## src/rtl/multimode_ff_pkg.sv

```systemverilog
// Shared types and next-state rule for the multimode flip-flop bank.
// One function defines every personality so cells and models agree.
package multimode_ff_pkg;

    typedef enum logic [1:0] {
        MODE_D  = 2'd0,
        MODE_T  = 2'd1,
        MODE_JK = 2'd2,
        MODE_SR = 2'd3
    } ff_mode_t;

    // SR with a=b=1 is the illegal case: set_dom picks set, otherwise hold.
    function automatic logic ff_next(
        input ff_mode_t mode,
        input logic     a,
        input logic     b,
        input logic     q,
        input logic     set_dom
    );
        logic nq;
        nq = q;
        case (mode)
            MODE_D:  nq = a;
            MODE_T:  nq = q ^ a;
            MODE_JK: nq = (a & ~q) | (~b & q);
            MODE_SR: begin
                if (a && b)  nq = set_dom ? 1'b1 : q;
                else if (a)  nq = 1'b1;
                else if (b)  nq = 1'b0;
                else         nq = q;
            end
            default: nq = q;
        endcase
        return nq;
    endfunction

endpackage

```

## src/rtl/multimode_ff_bank_ff_cell.sv

```systemverilog
// One storage bit of the bank: rst > load > en > hold, plus a change pulse
// and a combinational flag for the illegal SR input on this bit.
module ff_cell
    import multimode_ff_pkg::*;
#(
    parameter bit SET_DOM = 1'b0
) (
    input  logic     clk,
    input  logic     rst,
    input  logic     en,
    input  ff_mode_t mode,
    input  logic     a,
    input  logic     b,
    input  logic     load,
    input  logic     load_val,
    input  logic     rst_val,
    output logic     q,
    output logic     changed,
    output logic     illegal
);

    logic r_q;
    logic r_changed;
    logic w_next;

    always_comb begin
        w_next = r_q;
        if (rst)       w_next = rst_val;
        else if (load) w_next = load_val;
        else if (en)   w_next = ff_next(mode, a, b, r_q, SET_DOM);
    end

    always_ff @(posedge clk) begin
        r_q       <= w_next;
        r_changed <= rst ? 1'b0 : (w_next ^ r_q);
    end

    // Reset is excluded in the top, which owns the sticky error state.
    assign illegal = en & ~load & (mode == MODE_SR) & a & b;
    assign q       = r_q;
    assign changed = r_changed;

endmodule

```

## src/rtl/multimode_ff_bank.sv

```systemverilog
// Bank of WIDTH cells sharing one runtime-selected personality (D/T/JK/SR),
// with sticky recording of illegal SR inputs.
module multimode_ff_bank
    import multimode_ff_pkg::*;
#(
    parameter int               WIDTH           = 8,
    parameter logic [WIDTH-1:0] RESET_VAL       = {WIDTH{1'b0}},
    parameter bit               SR_SET_DOMINANT = 1'b0
) (
    input  logic             clk,
    input  logic             rst,
    input  logic             en,
    input  logic [1:0]       mode,
    input  logic [WIDTH-1:0] a,
    input  logic [WIDTH-1:0] b,
    input  logic             load,
    input  logic [WIDTH-1:0] load_val,
    input  logic             err_clr,
    output logic [WIDTH-1:0] q,
    output logic [WIDTH-1:0] q_n,
    output logic [WIDTH-1:0] changed,
    output logic             sr_err,
    output logic [WIDTH-1:0] sr_err_bits
);

    ff_mode_t         w_mode;
    logic [WIDTH-1:0] w_illegal;
    logic [WIDTH-1:0] r_err_bits;
    logic             r_err;

    assign w_mode = ff_mode_t'(mode);

    for (genvar i = 0; i < WIDTH; i++) begin : g_cell
        ff_cell #(
            .SET_DOM (SR_SET_DOMINANT)
        ) u_cell (
            .clk      (clk),
            .rst      (rst),
            .en       (en),
            .mode     (w_mode),
            .a        (a[i]),
            .b        (b[i]),
            .load     (load),
            .load_val (load_val[i]),
            .rst_val  (RESET_VAL[i]),
            .q        (q[i]),
            .changed  (changed[i]),
            .illegal  (w_illegal[i])
        );
    end

    // A new error beats err_clr: flags end holding only the new offenders.
    always_ff @(posedge clk) begin
        if (rst) begin
            r_err_bits <= '0;
            r_err      <= 1'b0;
        end else if (|w_illegal) begin
            r_err_bits <= (err_clr ? '0 : r_err_bits) | w_illegal;
            r_err      <= 1'b1;
        end else if (err_clr) begin
            r_err_bits <= '0;
            r_err      <= 1'b0;
        end
    end

    assign q_n         = ~q;
    assign sr_err      = r_err;
    assign sr_err_bits = r_err_bits;

endmodule

```

## config.mk

```make
export PLATFORM = sky130hd
export DESIGN_NAME = multimode_ff_bank
export DESIGN_NICKNAME = d
export VERILOG_FILES = /design/src/rtl/multimode_ff_pkg.sv /design/src/rtl/multimode_ff_bank_ff_cell.sv /design/src/rtl/multimode_ff_bank.sv
export SDC_FILE = /design/constraint.sdc
export NUM_CORES = 1
export LEC_CHECK = 0
export CAP_MARGIN = 20
export CORE_UTILIZATION = 35
export CTS_CLUSTER_DIAMETER = 120
export DETAILED_ROUTE_END_ITERATION = 10
export MAX_ROUTING_LAYER = met4
export PLACE_DENSITY = 0.67
export SLEW_MARGIN = 20
export SYNTH_ARGS = -nofsm -noshare
export SYNTH_HDL_FRONTEND = slang
export SYNTH_HIERARCHICAL = 1
export SYNTH_SLANG_ARGS = --single-unit
export TNS_END_PERCENT = 100
```

## constraint.sdc

```tcl
create_clock -name clk -period 1.2 [get_ports clk]
set_input_delay 0.24 -clock clk [delete_from_list [all_inputs] [get_ports clk]]
set_output_delay 0.24 -clock clk [all_outputs]
set_load 0.1 [all_outputs]
```

==> results of run 1 <==
-- worst max-delay path: cells and delay by family, from the launching register on --
family,cells,cell delay [ps]
flip-flops,1,360
buffers and inverters,3,340
-- sequential cells by signal (all words and copies together) (netlist names) --
signal,cells
sr_err,1
g_cell.u_cell/changed,8
g_cell.u_cell/q,8
sr_err_bits,8
-- layout make-up --
cell class | instances | share of cell area
sequential | 25 | 0.148
inverter | 24 | 0.0301
tap | 67 | 0.0229
clock buffer | 4 | 0.0123
timing repair buffer | 125 | 0.437
multi-input combinational | 172 | 0.349
-- power by group --
group / internal (mW) / total (mW) / switching [mW]
Clock: 0.239 / 0.550 / 0.311
Combinational: 0.828 / 1.90 / 1.07
Sequential: 0.892 / 0.938 / 0.0461
Total: 1.96 / 3.39 / 1.43
-- cells in the final DEF, fill, tap and decap left out, types with 9 or more instances in the layout --
master / count
a21oi_2: 9
buf_4: 43
nor2b_1: 16
buf_6: 11
nand2b_1: 16
buf_12: 37
nor2_1: 10
clkdlybuf4s50_1: 9
dfxtp_2: 9
nand2_1: 16
dlygate4sd2_1: 10
inv_1: 16
-- repair_timing --
item,CTS,global route
pin swaps,13,17
setup buffers,8,4
resized for setup,57,18
cloned,5,0
endpoints found under the setup margin,33,23
hold buffers,0,0
-- cells by family after synthesis --
kind of cell | count (synthesis) | share of synthesized area
xor gates and xnor gates | 8 | 0.0388
and+or+nand+nor | 99 | 0.338
AOI/OAI and AO/OA | 57 | 0.292
DFF | 25 | 0.277
buffers and inverters | 25 | 0.0520
other | 1 | 0.00208
-- worst paths after layout --
check	from	to	depth (start not counted)
hold reg to reg	sr_err_bits[0]	sr_err_bits[0]	2
setup reg to reg	g_cell[4].u_cell/q	g_cell[4].u_cell/changed	4
hold / removal	b[4]	sr_err_bits[4]	5
setup / recovery	g_cell[4].u_cell/q	q_n[4]	3
-- layer usage --
layer | global-route usage | share of wire
met1 | 0.319 | 0.45
met2 | 0.401 | 0.49
met3 | 0.0343 | 0.056
met4 | 0.0513 | 0.0059
met5 | - | 0
==> flow_summary.toml, run 1 <==
[clocking]
clockBufferDepth = 2
numCtsBuffers = 3
clk_latency_ps = 270
clk_pin_slew_ps = 100
cts.sinks = 25
cts_root_buf = "clkbuf_8"
htree_levels = 1
cts_tree = "yes"

[global_route]
globalRouteOverflowTotal = 0
antenna_found_initial = 0
grt_pass1_vias = 2073
grt_pass1_wl_um = 9940
track_usage = 0.244
grt_max_degree = 17

[cells_and_area]
final_core_util = 0.754
final_nets = 382
final_area_sq_mm = 0.00366
final_cells = 417
fillerInstances = 332
final-seq-area_sq_um = 542
syn_to_final_growth_pct = 103
drive_gt1_frac = 0.469
diodes = 0
multi_input_area_sq_mm = 0.00128

[setup_path]
worstPathMaxFanout = 5
r2r_slack_ps = 20
path_cells = "buf_6 > inv_4 > buf_12"
critical_path_class = "reg -> out"
critPathMaxStageDelay_ps = 360
cp_slowest_cell = "dfxtp_4"
worstPathArrival_ps = 980
critPathLaunchType = "flip-flop"
critical_path.endpoint_type = "output port"
required_ps = 960

[route]
ant_nets = 0
wl_per_cell_um = 14.2
via_count = 2062
wl_um = 5920
firstDrtPassIters = 4
drcViolationCount = 0
drtIter0Drc = 109
avgViaCountPerCell = 4.94

[sta]
min_period_over_period = 1.01
timing.hold.ws_ps = 427
clock_skew_ps = 2.56
fmax_mhz = 823
drv_slew = 0
setup_ws_ps = -15.1
rsz0062_at_grt = "true"
setup_viol = 8
hold_viol_final = 0
min_period_ps = 1220
finalSetupTns_ps = -74.6

[floorplan]
die_area_sq_mm = 0.00545
die_width_um = 73.8
ios = 64
core_area_sq_mm = 0.00485
initial_core_util = 0.372
rows = 25
die_h_um = 73.8

[yosys]
synth_warnings = 6
ys_types = 23
syn_inst = 215
ys_seq_elements = 25
yosys-top-cells-area = "dfxtp_1 (28%), o2111ai_2 (6.7%), nand2b_1 (5.5%)"
synth_top_area_cell = "dfxtp_1"
syn_area_per_cell_sq_um = 8.39
seq_area_frac_synth = 0.277
synth_top_area_frac = 0.277
synth_area_sq_mm = 0.00180
synth_flop_cell = "dfxtp_1"
yosysMostFrequentCell = "dfxtp_1"
synth-edff-count = 0
synth.top_cells.by_count = "dfxtp_1 (25), inv_1 (24)"
async_flop_share = 0

[placement]
numPortBuffers = 63
placed_cells = 396
dpl-instance-area_sq_mm = 0.00330
dp_slack_ps = -618
place_hpwl_um = 3700
gp_congestion = 0.730

[min_path]
hp-class = "in -> reg"

[run_status]
violations = "setup timing"
outcome = "finished, violations left"

[job]
max-cap-violations = 0

[power]
p_leak_nw = 1.67
irDropWorstVdd_mv = 0.546
power_density_mw_per_mm2 = 927
p_total_mw = 3.39
Power figures use the tool's default switching activity.
==> inputs of run 2 (changes only) <==
CAP_MARGIN = unset   (was 20)
==> results of run 2 <==
No change in the layout: final DEF, timing and power equal those of run 1.
